**src/rtl/id_ex_stage_reg.sv**
```systemverilog
// ID/EX pipeline register with load-use hazard detection, flush and debug-halt hold.
// Optional bubble counter enabled by defining ID_EX_STALL_CNT_EN.
module id_ex_stage_reg #(
  parameter int DATA_W = 32,
  parameter int REG_AW = 5
) (
  input  logic              i_clk,
  input  logic              i_reset,
  input  logic              i_enable,
  input  logic              i_flush,
  input  logic              i_reg_dst,
  input  logic              i_alu_src_b,
  input  logic              i_mem_read,
  input  logic              i_mem_write,
  input  logic              i_mem_to_reg,
  input  logic              i_reg_write,
  input  logic [2:0]        i_alu_op,
  input  logic [2:0]        i_branch_type,
  input  logic [5:0]        i_funct,
  input  logic [DATA_W-1:0] i_pc_plus4,
  input  logic [DATA_W-1:0] i_rs_data,
  input  logic [DATA_W-1:0] i_rt_data,
  input  logic [DATA_W-1:0] i_imm_ext,
  input  logic [REG_AW-1:0] i_rs,
  input  logic [REG_AW-1:0] i_rt,
  input  logic [REG_AW-1:0] i_rd,
  output logic              o_stall,
  output logic              o_reg_dst,
  output logic              o_alu_src_b,
  output logic              o_mem_read,
  output logic              o_mem_write,
  output logic              o_mem_to_reg,
  output logic              o_reg_write,
  output logic [2:0]        o_alu_op,
  output logic [2:0]        o_branch_type,
  output logic [5:0]        o_funct,
  output logic [DATA_W-1:0] o_pc_plus4,
  output logic [DATA_W-1:0] o_rs_data,
  output logic [DATA_W-1:0] o_rt_data,
  output logic [DATA_W-1:0] o_imm_ext,
  output logic [REG_AW-1:0] o_rs,
  output logic [REG_AW-1:0] o_rt,
  output logic [REG_AW-1:0] o_rd,
  output logic [31:0]       o_stall_count
);

  // Decoder encodings shared with the ID control unit.
  localparam logic [2:0] BRANCH_TYPE_NONE = 3'd0;
  localparam logic [2:0] BRANCH_TYPE_BEQ  = 3'd1;
  localparam logic [2:0] BRANCH_TYPE_BNE  = 3'd2;
  localparam logic [2:0] BRANCH_TYPE_J    = 3'd3;
  localparam logic [2:0] BRANCH_TYPE_JAL  = 3'd4;
  localparam logic [2:0] BRANCH_TYPE_JR   = 3'd5;
  localparam logic [2:0] BRANCH_TYPE_JALR = 3'd6;
  localparam logic       CTRL_ALU_SRC_B_REG = 1'b0;

  typedef struct packed {
    logic              reg_dst;
    logic              alu_src_b;
    logic              mem_read;
    logic              mem_write;
    logic              mem_to_reg;
    logic              reg_write;
    logic [2:0]        alu_op;
    logic [2:0]        branch_type;
    logic [5:0]        funct;
    logic [DATA_W-1:0] pc_plus4;
    logic [DATA_W-1:0] rs_data;
    logic [DATA_W-1:0] rt_data;
    logic [DATA_W-1:0] imm_ext;
    logic [REG_AW-1:0] rs;
    logic [REG_AW-1:0] rt;
    logic [REG_AW-1:0] rd;
  } idex_t;

  idex_t stage_d, stage_q;
  logic  rs_used, rt_used, hazard;

  assign rs_used = (i_branch_type != BRANCH_TYPE_J) && (i_branch_type != BRANCH_TYPE_JAL);
  assign rt_used = (i_alu_src_b == CTRL_ALU_SRC_B_REG) || i_mem_write;

  // $zero is never a real producer, so a load targeting it cannot create a hazard.
  assign hazard = stage_q.mem_read && (stage_q.rt != '0) &&
                  ((rs_used && (i_rs == stage_q.rt)) || (rt_used && (i_rt == stage_q.rt)));
  assign o_stall = hazard && i_enable && !i_flush;

  always_comb begin
    stage_d = '{reg_dst: i_reg_dst, alu_src_b: i_alu_src_b, mem_read: i_mem_read,
                mem_write: i_mem_write, mem_to_reg: i_mem_to_reg, reg_write: i_reg_write,
                alu_op: i_alu_op, branch_type: i_branch_type, funct: i_funct,
                pc_plus4: i_pc_plus4, rs_data: i_rs_data, rt_data: i_rt_data,
                imm_ext: i_imm_ext, rs: i_rs, rt: i_rt, rd: i_rd};
    if (i_flush || o_stall) begin
      stage_d = '0;
    end
  end

  always_ff @(posedge i_clk or posedge i_reset) begin
    if (i_reset) begin
      stage_q <= '0;
    end else if (i_enable) begin
      stage_q <= stage_d;
    end
  end

  assign o_reg_dst     = stage_q.reg_dst;
  assign o_alu_src_b   = stage_q.alu_src_b;
  assign o_mem_read    = stage_q.mem_read;
  assign o_mem_write   = stage_q.mem_write;
  assign o_mem_to_reg  = stage_q.mem_to_reg;
  assign o_reg_write   = stage_q.reg_write;
  assign o_alu_op      = stage_q.alu_op;
  assign o_branch_type = stage_q.branch_type;
  assign o_funct       = stage_q.funct;
  assign o_pc_plus4    = stage_q.pc_plus4;
  assign o_rs_data     = stage_q.rs_data;
  assign o_rt_data     = stage_q.rt_data;
  assign o_imm_ext     = stage_q.imm_ext;
  assign o_rs          = stage_q.rs;
  assign o_rt          = stage_q.rt;
  assign o_rd          = stage_q.rd;

`ifdef ID_EX_STALL_CNT_EN
  logic [31:0] stall_cnt_q, stall_cnt_d;

  // Only stall bubbles count; o_stall already excludes flush and halt cycles.
  always_comb begin
    stall_cnt_d = stall_cnt_q;
    if (o_stall && (stall_cnt_q != 32'hFFFF_FFFF)) begin
      stall_cnt_d = stall_cnt_q + 32'd1;
    end
  end

  always_ff @(posedge i_clk or posedge i_reset) begin
    if (i_reset) begin
      stall_cnt_q <= '0;
    end else begin
      stall_cnt_q <= stall_cnt_d;
    end
  end

  assign o_stall_count = stall_cnt_q;
`else
  assign o_stall_count = 32'd0;
`endif

endmodule

```
**config.mk**
```make
export PLATFORM = sky130hd
export DESIGN_NAME = id_ex_stage_reg
export DESIGN_NICKNAME = d
export VERILOG_FILES = /design/src/rtl/id_ex_stage_reg.sv
export SDC_FILE = /design/constraint.sdc
export NUM_CORES = 1
export LEC_CHECK = 0
export CAP_MARGIN = 0
export CORE_MARGIN = 3
export CORE_UTILIZATION = 29
export CTS_CLUSTER_DIAMETER = 80
export DETAILED_ROUTE_END_ITERATION = 10
export PLACE_DENSITY = 0.68
export SLEW_MARGIN = 20
export SYNTH_ARGS = -nofsm -noshare
export SYNTH_HDL_FRONTEND = slang
export SYNTH_SLANG_ARGS = --single-unit
export TNS_END_PERCENT = 100
```
**constraint.sdc**
```tcl
create_clock -name i_clk -period 9.9 [get_ports i_clk]
set_input_delay 1.98 -clock i_clk [delete_from_list [all_inputs] [get_ports i_clk]]
set_output_delay 1.98 -clock i_clk [all_outputs]
set_load 0.05 [all_outputs]
```
==> results_dict.tcl <==
set metrics [dict create \
    htreeDepth 4 \
    track_usage_pct 16.8 \
    io_pins 359 \
    cts.sinks 161 \
    cts_buffers 17 \
    crit_fanout 77 \
    start_util_pct 29.9 \
    synthTopCellsByArea "dfrtp_1 53%, a2bb2oi_1 18%, o21ai_0 8.5%" \
    r2r_slack_ps 6900 \
    grt_overflow 0 \
    yosysSeqAreaShare_pct 52.8 \
    drtAntennaViolNets 0 \
    die_x_um 168 \
    synth_edf_count 0 \
    synthCells 771 \
    cts_resized 0 \
    ir_worst_vdd_mv 0.0922 \
    antenna_found_initial 2 \
    cp-start-kind "primary input" \
    num_vias 6888 \
    cp.arrival_ps 4750 \
    fin_tns_setup_ps 0 \
    wl_per_cell_um 17.7 \
    p_int_uw 1440 \
    drtPass1Iterations 4 \
    async_flop_share_pct 100 \
    status "completed" \
    setup.worst_path.start "i_branch_type[0]" \
    yosysTopAreaCell "dfrtp_1" \
    portBuffers 326 \
    die_h_um 168 \
    syn-cell-area_um2 7640 \
    p_sw_uw 919 \
    synthFlopType "dfrtp_1" \
    fmax_mhz 149 \
    hold_buffers 0 \
    ys_warn_count 0 \
    syn_area_per_cell_um2 9.91 \
    drv_slew 0 \
    grt_pass1_wl_um 38500 \
    slew_headroom_pct 30.9 \
    power.total_uw 2360 \
    finalSetupViolCount 0 \
    clock-skew-final_ps 14.9 \
    coreArea_um2 25500 \
    place_area_um2 10900 \
    path_class "primary input to output pin" \
    syn_to_final_growth_pct 50.5 \
    tightest_slew_ps 1040 \
    p_leak_uw 0.00472 \
    period_minus_slack_ps 6730 \
    nets 1219 \
    worstSkewPairLatency_ps 410 \
    drive_above_1_share_pct 4.31 \
    post-route-util_pct 45.0 \
    design_area_um2 11500 \
    grt_max_degree 97 \
    switching_share_pct 39.0 \
    gp_congestion 0.783 \
    rr_endpoint "o_imm_ext[31]" \
    period_share_pct 68.0 \
    cts_buffer_depth 2 \
    dpl.hpwl_um 16400 \
    num_rows 58 \
    p_comb_share_pct 38.2 \
    ys_seq_elements 161 \
    yosysTopAreaCellShare_pct 52.8 \
    synth.most_common_cell "nand2_1" \
    hold_viol 0 \
    maxCapViolCount 0 \
    rsz0062_at_grt "no" \
    avgViaCountPerCell 4.93 \
    crit_path_end_kind "output pin" \
    dieArea_um2 28300 \
    hold_class "flop to flop" \
    dp_slack_ps 3170 \
    seqPwrFrac_pct 34.2 \
    drcViolationCount 0 \
    cts_tree "built" \
    r2r-start "o_rt[4]" \
    antenna_cells 0 \
    drt_iter0_drc 430 \
    ctsRootBufferMaster "clkbuf_16" \
    grt_pass1_vias 6845 \
    ff2ff_path_depth 6 \
    power_density_nw_per_um2 205 \
    critPathRequiredTime_ps 7920 \
    synthDistinctLibCells 26 \
    setup_ws_ps 3170 \
    cts_setup_buffers 0 \
    drt_wl_total_um 24700 \
    synth_commonest_cells "162 x nand2_1, 161 x dfrtp_1, 160 x a2bb2oi_1, 129 x o21ai_0, 44 x clkbuf_1" \
    pwr-share-clk_pct 27.5 \
    clkTransAtPathRegs_ps 60 \
    crit_path_end "o_stall" \
]
## cell type report
cell class	instances	area (um2)
fillers	2514	14000
repair buffers	335	3330
inverters	3	18.8
flip-flops and latches	161	4030
clock buffers	19	443
multi-input cells	536	3140
clock inverters	13	126
well taps	330	413
## layout by cell type (no fill, tap or decap), drive strengths merged
| cell | netlist | final |
|---|---|---|
| o22ai | 1 | 1 |
| nand2 | 162 | 162 |
| o2bb2ai | 1 | 1 |
| clkinv | 0 | 4 |
| conb | 1 | 32 |
| xor2 | 2 | 2 |
| o21a | 1 | 1 |
| a211o | 1 | 1 |
| nor2b | 1 | 1 |
| o21bai | 1 | 1 |
| clkinvlp | 0 | 4 |
| or4 | 1 | 1 |
| and3 | 1 | 1 |
| nor2 | 1 | 1 |
| buf | 53 | 9 |
| bufinv | 0 | 1 |
| o2111ai | 1 | 1 |
| o21ai | 161 | 161 |
| clkdlybuf4s50 | 0 | 326 |
| clkbuf | 49 | 19 |
| nand4 | 1 | 1 |
| dfrtp | 161 | 161 |
| xnor2 | 8 | 8 |
| a2bb2oi | 160 | 160 |
| inv | 3 | 7 |
## power groups by stage
stage | clock, uW | sequential, uW | combinational (uW)
6_report | 648 | 806 | 901
5_1_grt | 699 | 819 | 945
4_1_cts | 670 | 807 | 909
3_5_place_dp | 0 | 819 | 907
3_3_place_gp | 0 | 814 | 904
2_1_floorplan | 0 | 1150 | 265
## per-stage QoR
stage                     hold slack (ps)  instances
after floorplan                       811        802
after global placement                475       1365
after detailed placement              485       1365
after CTS                             498       1397
after global routing                  512       1397
final                                 491       1397
## worst max-delay path, cell delays in order
cell	delay (ps)
clkdlybuf4s50_1	510
nor2_1	70
a211o_1	320
o22ai_4	120
buf_4	590
and3_1	280
clkdlybuf4s50_1	810
## worst min-delay path by stage
stage	cells past startpoint	from	endpoint	slack, ps
2_1_floorplan	2	o_alu_op[0]	o_alu_op[0]	810
3_3_place_gp	2	o_imm_ext[1]	o_imm_ext[1]	470
3_5_place_dp	2	o_imm_ext[29]	o_imm_ext[29]	480
4_1_cts	2	o_imm_ext[17]	o_imm_ext[17]	500
5_1_grt	2	o_pc_plus4[30]	o_pc_plus4[30]	510
6_report	2	o_rs_data[14]	o_rs_data[14]	490
## cells by family after synthesis
family / Yosys count / share of synthesized area, %
xor gates and xnor gates: 10 / 1.15
and+or+nand+nor: 167 / 8.36
AOI/OAI and AO/OA: 327 / 29.7
DFF: 161 / 52.8
other: 1 / 0.0491
buffers and inverters: 105 / 8.01
## layer usage
metal | up-vias | wire (um) | track usage (%)
li1 | 3266 | - | -
met1 | 3332 | 10700 | 21.9
met2 | 266 | 11700 | 27.5
met3 | 22 | 2000 | 5.05
met4 | 2 | 308 | 3.91
met5 | - | 13 | 0
(Power assumes the default switching activity.)
